===== config.mk =====
export PLATFORM = sky130hd
export DESIGN_NAME = cr_receiver_demux
export DESIGN_NICKNAME = d
export VERILOG_FILES = /design/src/rtl/cr_receiver_demux.sv
export SDC_FILE = /design/constraint.sdc
export NUM_CORES = 1
export LEC_CHECK = 0
export ABC_AREA = 1
export CAP_MARGIN = 20
export CORE_ASPECT_RATIO = 1.4
export CORE_UTILIZATION = 55
export CTS_CLUSTER_SIZE = 12
export DETAILED_ROUTE_END_ITERATION = 16
export GPL_TIMING_DRIVEN = 0
export PLACE_DENSITY_LB_ADDON = 0.15
export SETUP_SLACK_MARGIN = 0.15
export SYNTH_ARGS = -nofsm -noshare
export SYNTH_HDL_FRONTEND = slang
export SYNTH_SLANG_ARGS = --single-unit

===== constraint.sdc =====
create_clock -name clk -period 2.35 [get_ports clk]
set_input_delay 0.235 -clock clk [delete_from_list [all_inputs] [get_ports clk]]
set_output_delay 0.235 -clock clk [all_outputs]
set_load 0.01 [all_outputs]

===== src/rtl/cr_receiver_demux.sv =====
`default_nettype none
// ============================================================================
// Module   : cr_receiver_demux
// Purpose  : Three-channel cognitive-radio receive demux. Rebuilds licensed,
//            unlicensed-A and unlicensed-B words per channel from serial
//            slots and hands frames out through a valid/ready register.
// Revision : 1.0 - initial release
// ============================================================================
module cr_receiver_demux #(
    parameter int d_len = 32
) (
    input  logic                               clk,
    input  logic                               rst_n,
    input  logic                               in_valid,
    output logic                               in_ready,
    input  logic                               sync,
    input  logic [2:0]                         d,
    input  logic [2:0]                         l_bit,
    input  logic [2:0]                         ua_bit,
    input  logic [2:0]                         ub_bit,
    output logic                               out_valid,
    input  logic                               out_ready,
    output logic [3*d_len-1:0]                 l_word,
    output logic [3*d_len-1:0]                 l_mask,
    output logic [3*d_len-1:0]                 ua_word,
    output logic [3*d_len-1:0]                 ub_word,
    output logic [3*($clog2(d_len+1))-1:0]     lic_cnt,
    output logic [15:0]                        frame_cnt
);

    localparam int c_cw = $clog2(d_len);
    localparam int c_lw = $clog2(d_len + 1);

    typedef enum logic [0:0] {
        S_COLLECT = 1'b0,
        S_FULL    = 1'b1
    } state_t;

    state_t          r_state;
    state_t          w_state_nxt;
    logic [c_cw-1:0] r_cnt;
    logic            r_out_valid;
    logic [15:0]     r_frame_cnt;

    logic w_accept;
    logic w_last;
    logic w_room;
    logic w_load;
    logic w_hs;

    assign in_ready  = (r_state == S_COLLECT);
    assign w_accept  = in_valid && in_ready && !sync;
    assign w_last    = (r_cnt == c_cw'(d_len - 1));
    assign w_room    = !r_out_valid || out_ready;
    assign w_hs      = r_out_valid && out_ready;
    // In FULL no slot is accepted, so the next-accumulator view equals the
    // held frame and one load path serves both cases.
    assign w_load    = !sync && ((w_accept && w_last && w_room) ||
                                 ((r_state == S_FULL) && out_ready));
    assign out_valid = r_out_valid;
    assign frame_cnt = r_frame_cnt;

    always_ff @(posedge clk or negedge rst_n) begin
        if (!rst_n) begin
            r_state <= S_COLLECT;
        end else begin
            r_state <= w_state_nxt;
        end
    end

    always_comb begin
        w_state_nxt = r_state;
        if (sync) begin
            w_state_nxt = S_COLLECT;
        end else begin
            case (r_state)
                S_COLLECT: if (w_accept && w_last && !w_room) w_state_nxt = S_FULL;
                S_FULL:    if (out_ready) w_state_nxt = S_COLLECT;
                default:   w_state_nxt = S_COLLECT;
            endcase
        end
    end

    always_ff @(posedge clk or negedge rst_n) begin
        if (!rst_n) begin
            r_cnt       <= '0;
            r_out_valid <= 1'b0;
            r_frame_cnt <= '0;
        end else begin
            if (sync) begin
                r_cnt <= '0;
            end else if (w_accept) begin
                r_cnt <= w_last ? '0 : r_cnt + 1'b1;
            end
            if (w_load) begin
                r_out_valid <= 1'b1;
            end else if (w_hs) begin
                r_out_valid <= 1'b0;
            end
            if (w_hs) begin
                r_frame_cnt <= r_frame_cnt + 16'd1;
            end
        end
    end

    for (genvar c = 0; c < 3; c++) begin : g_ch
        logic [d_len-1:0] r_acc_l, r_acc_m, r_acc_a, r_acc_b;
        logic [d_len-1:0] w_nxt_l, w_nxt_m, w_nxt_a, w_nxt_b;
        logic [d_len-1:0] r_out_l, r_out_m, r_out_a, r_out_b;
        logic [c_lw-1:0]  r_acc_n, w_nxt_n, r_out_n;

        always_comb begin
            w_nxt_l = r_acc_l;
            w_nxt_m = r_acc_m;
            w_nxt_a = r_acc_a;
            w_nxt_b = r_acc_b;
            w_nxt_n = r_acc_n;
            if (w_accept) begin
                w_nxt_l[r_cnt] = d[c] & l_bit[c];
                w_nxt_m[r_cnt] = d[c];
                w_nxt_a[r_cnt] = ua_bit[c];
                // A vacant licensed slot carries the unlicensed-B bit.
                w_nxt_b[r_cnt] = d[c] ? ub_bit[c] : l_bit[c];
                w_nxt_n        = ((r_cnt == '0) ? '0 : r_acc_n) + c_lw'(d[c]);
            end
        end

        always_ff @(posedge clk or negedge rst_n) begin
            if (!rst_n) begin
                r_acc_l <= '0;
                r_acc_m <= '0;
                r_acc_a <= '0;
                r_acc_b <= '0;
                r_acc_n <= '0;
                r_out_l <= '0;
                r_out_m <= '0;
                r_out_a <= '0;
                r_out_b <= '0;
                r_out_n <= '0;
            end else begin
                if (sync) begin
                    r_acc_l <= '0;
                    r_acc_m <= '0;
                    r_acc_a <= '0;
                    r_acc_b <= '0;
                    r_acc_n <= '0;
                end else begin
                    r_acc_l <= w_nxt_l;
                    r_acc_m <= w_nxt_m;
                    r_acc_a <= w_nxt_a;
                    r_acc_b <= w_nxt_b;
                    r_acc_n <= w_nxt_n;
                end
                if (w_load) begin
                    r_out_l <= w_nxt_l;
                    r_out_m <= w_nxt_m;
                    r_out_a <= w_nxt_a;
                    r_out_b <= w_nxt_b;
                    r_out_n <= w_nxt_n;
                end
            end
        end

        assign l_word [c*d_len +: d_len] = r_out_l;
        assign l_mask [c*d_len +: d_len] = r_out_m;
        assign ua_word[c*d_len +: d_len] = r_out_a;
        assign ub_word[c*d_len +: d_len] = r_out_b;
        assign lic_cnt[c*c_lw  +: c_lw ] = r_out_n;
    end

endmodule
`default_nettype wire


==> flow_metrics.tcl <==
set metrics [dict create \
    dp_slack_ps -860 \
    clockBufferDepth 3 \
    leakagePower_nw 20.2 \
    wl_mm 114 \
    max_freq_mhz 439 \
    yosysWarnings 0 \
    grt_remaining_overflow 0 \
    dpl-instance-area_mm2 0.0381 \
    drc 0 \
    reg2reg_from "r_cnt[3]" \
    syn_nets 3644 \
    crit_family "buffers and inverters" \
    r2r_end "g_ch[0].r_out_a[19]" \
    multi_input_area_mm2 0.00981 \
    diodes 0 \
    fillerInstances 4485 \
    cp_cell_sequence "buf_4, nand2_1, nor2_1, ha_2, nand2_2, a21oi_4, inv_4, buf_12, buf_12, clkbuf_16, buf_8, nand2_1, o21ai_1" \
    cts_buffers 80 \
    ff_latch_area_mm2 0.0207 \
    netlist.area_leader.share 0.634 \
    slowest_stage "dfrtp_1" \
    critical_path_required_ps 2850 \
    clk_pin_slew_ps 60 \
    postSynthAreaPerCell_um2 9.03 \
    power.density_mw_per_mm2 659 \
    cts_root_buf "clkbuf_16" \
    crit_type "flip-flop to flip-flop" \
    synth_area_mm2 0.0326 \
    r2r_cells 13 \
    insertion_delay_ps 620 \
    ys_seq_elements 827 \
    critPathArrivalTime_ps 2780 \
    grt_pass1_wl_mm 168 \
    clock_sinks 827 \
    vias 27800 \
    final_layout_size_suffix_gt1_frac 0.0781 \
    syn2layout_area_growth_pct 27.4 \
    ios 437 \
    first_iter_violations 2351 \
    grt_max_degree 120 \
    ys_types 28 \
    finalNonFillerCells 4947 \
    crit_buf_inv 6 \
    first_pass_iters 6 \
    die-area_mm2 0.0603 \
    whs_ps 232 \
    hpwl_mm 78.4 \
    ff2ff_setup_slack_ps 70 \
    grt_pass1_vias 27100 \
    totalPowerFinal_mw 27.4 \
    htreeDepth 3 \
    critPathCaptureType "flip-flop" \
    port_buffers 435 \
    start_kind "flip-flop" \
    initial_core_util 0.557 \
    setup_viol 0 \
    hold_violations 0 \
    design_area_mm2 0.0416 \
    synthesis.instances 3615 \
    slew_headroom 0.271 \
    cts_tree "done" \
    dp.cells 4807 \
    finalCritPeriodShare 0.970 \
    synth.top_cells.by_area "dfrtp_1 (63%), nand2_1 (9.5%), o21ai_0 (6.0%)" \
    die_height_um 290 \
    peakVddDrop_uv 527 \
    worstPathMaxFanout 10 \
    grt_setup_unrepaired "yes" \
    max_stage_delay_ps 330 \
    setup_ws_ps 69.6 \
    track_usage 0.378 \
    antenna_found_initial 2 \
    fin_nets 4204 \
    routabilityCongestion 0.896 \
    layout_common_cells "dfrtp_1 (826), nand2_1 (818), nor2_1 (509)" \
    vias_per_cell 5.63 \
    num_rows 105 \
    core_mm2 0.0586 \
    setup_tns_ps 0 \
    hold_class "input pin to asynchronous set/reset pin" \
    final_common_cell "dfrtp_1" \
    max_cap_violations 0 \
    finClkSkew_ps 14.0 \
    tightest_slew_ps 1090 \
    slew_viol_final 0 \
    final_util 0.710 \
    die_x_um 208 \
    period_needed_ps 2280 \
    status "completed" \
    yosysTopAreaCell "dfrtp_1" \
    wl_per_cell_um 22.9 \
    drtAntennaViolNets 0 \
    yosysSeqAreaShare 0.634 \
]
==> kinds of logic (layout without fill, tap and decap cells) <==
group                    count (synthesis)  count (layout)  synth area share
flip-flops                             827             827             0.634
adder cells (fa/ha/maj)                 12              12           0.00460
XOR/XNOR                                14              14           0.00376
buffers and inverters                  573            1156            0.0700
AO/OA/AOI/OAI                          794             794             0.122
multiplexers                            10              10           0.00322
AND/OR/NAND/NOR                       1385            1385             0.162
==> routing by layer <==
metal | GRT usage | part of all wire | vias up
met4 | 0.247 | 0.065 | 2
li1 | - | - | 12400
met1 | 0.480 | 0.38 | 13700
met5 | 0 | 0.00011 | -
met3 | 0.0712 | 0.083 | 334
met2 | 0.596 | 0.47 | 1367
==> tightest hold or removal path: cells and delay by family <==
family	cells	cell delay, ps
buffers and inverters	3	990
==> synthesized netlist by cell type <==
cell and number:
dfrtp_1 827, nand2_1 822, nor2_1 519, o21ai_0 394
inv_1 330, o21ai_1 299, clkbuf_1 169, a21oi_1 97
buf_2 62, nand3_1 25, ha_1 12, xor2_1 9
nor3_1 8, buf_6 7, mux2i_1 6, xnor2_1 5
mux2_2 4, nand4_1 4, nor2_4 4, inv_2 3
o22ai_1 2, a21oi_4 1, buf_1 1, buf_4 1
nand3_2 1, nand3b_1 1, nor2_2 1, o21ba_2 1
==> power breakdown <==
part / switching, mW / internal (mW) / total [mW]
combinational: 0.879 / 0.231 / 1.11
clock: 5.29 / 6.66 / 12.0
sequential: 0.0291 / 14.3 / 14.3
==> state kept, by name, indices dropped and copies added (netlist names) <==
register      cells
g_ch.r_out_m     96
g_ch.r_acc_b     96
out_valid         1
g_ch.r_acc_n     18
r_state           1
g_ch.r_acc_l     96
frame_cnt        16
g_ch.r_out_n     18
g_ch.r_acc_a     96
g_ch.r_out_a     96
g_ch.r_out_b     96
g_ch.r_out_l     96
g_ch.r_acc_m     96
r_cnt             5
==> how the worst max path moves through the flow <==
stage / from / end / slack, ps / depth (start not counted)
after floorplan: r_cnt[0] / g_ch[0].r_out_l[11] / 250 / 13
after global placement: rst_n / g_ch[2].r_out_l[24] / -35900 / 1
after detailed placement: r_cnt[0] / g_ch[0].r_out_a[1] / -860 / 10
after CTS: r_cnt[1] / g_ch[0].r_out_l[19] / 80 / 13
after global routing: r_cnt[3] / g_ch[0].r_out_m[3] / 30 / 13
final: r_cnt[3] / g_ch[0].r_out_a[19] / 70 / 13
==> area by class of cell <==
cell class              count  area share
plain buffers             240      0.0386
clock buffers             103      0.0545
clock inverters             2    0.000512
inverters                 333      0.0302
multi-input cells        2215       0.236
flip-flops and latches    827       0.498
well taps                 749      0.0225
repair buffers            478       0.120
==> what timing repair did <==
item | CTS | global route
setup buffers | 15 | 13
pin swaps | 7 | 9
resized for setup | 180 | 182
setup endpoints to repair | 760 | 727
hold buffers | 2 | 0
cloned | 0 | 4
endpoints found under the hold margin | 60 | 0
No activity file was read; power rests on OpenSTA's default activity.
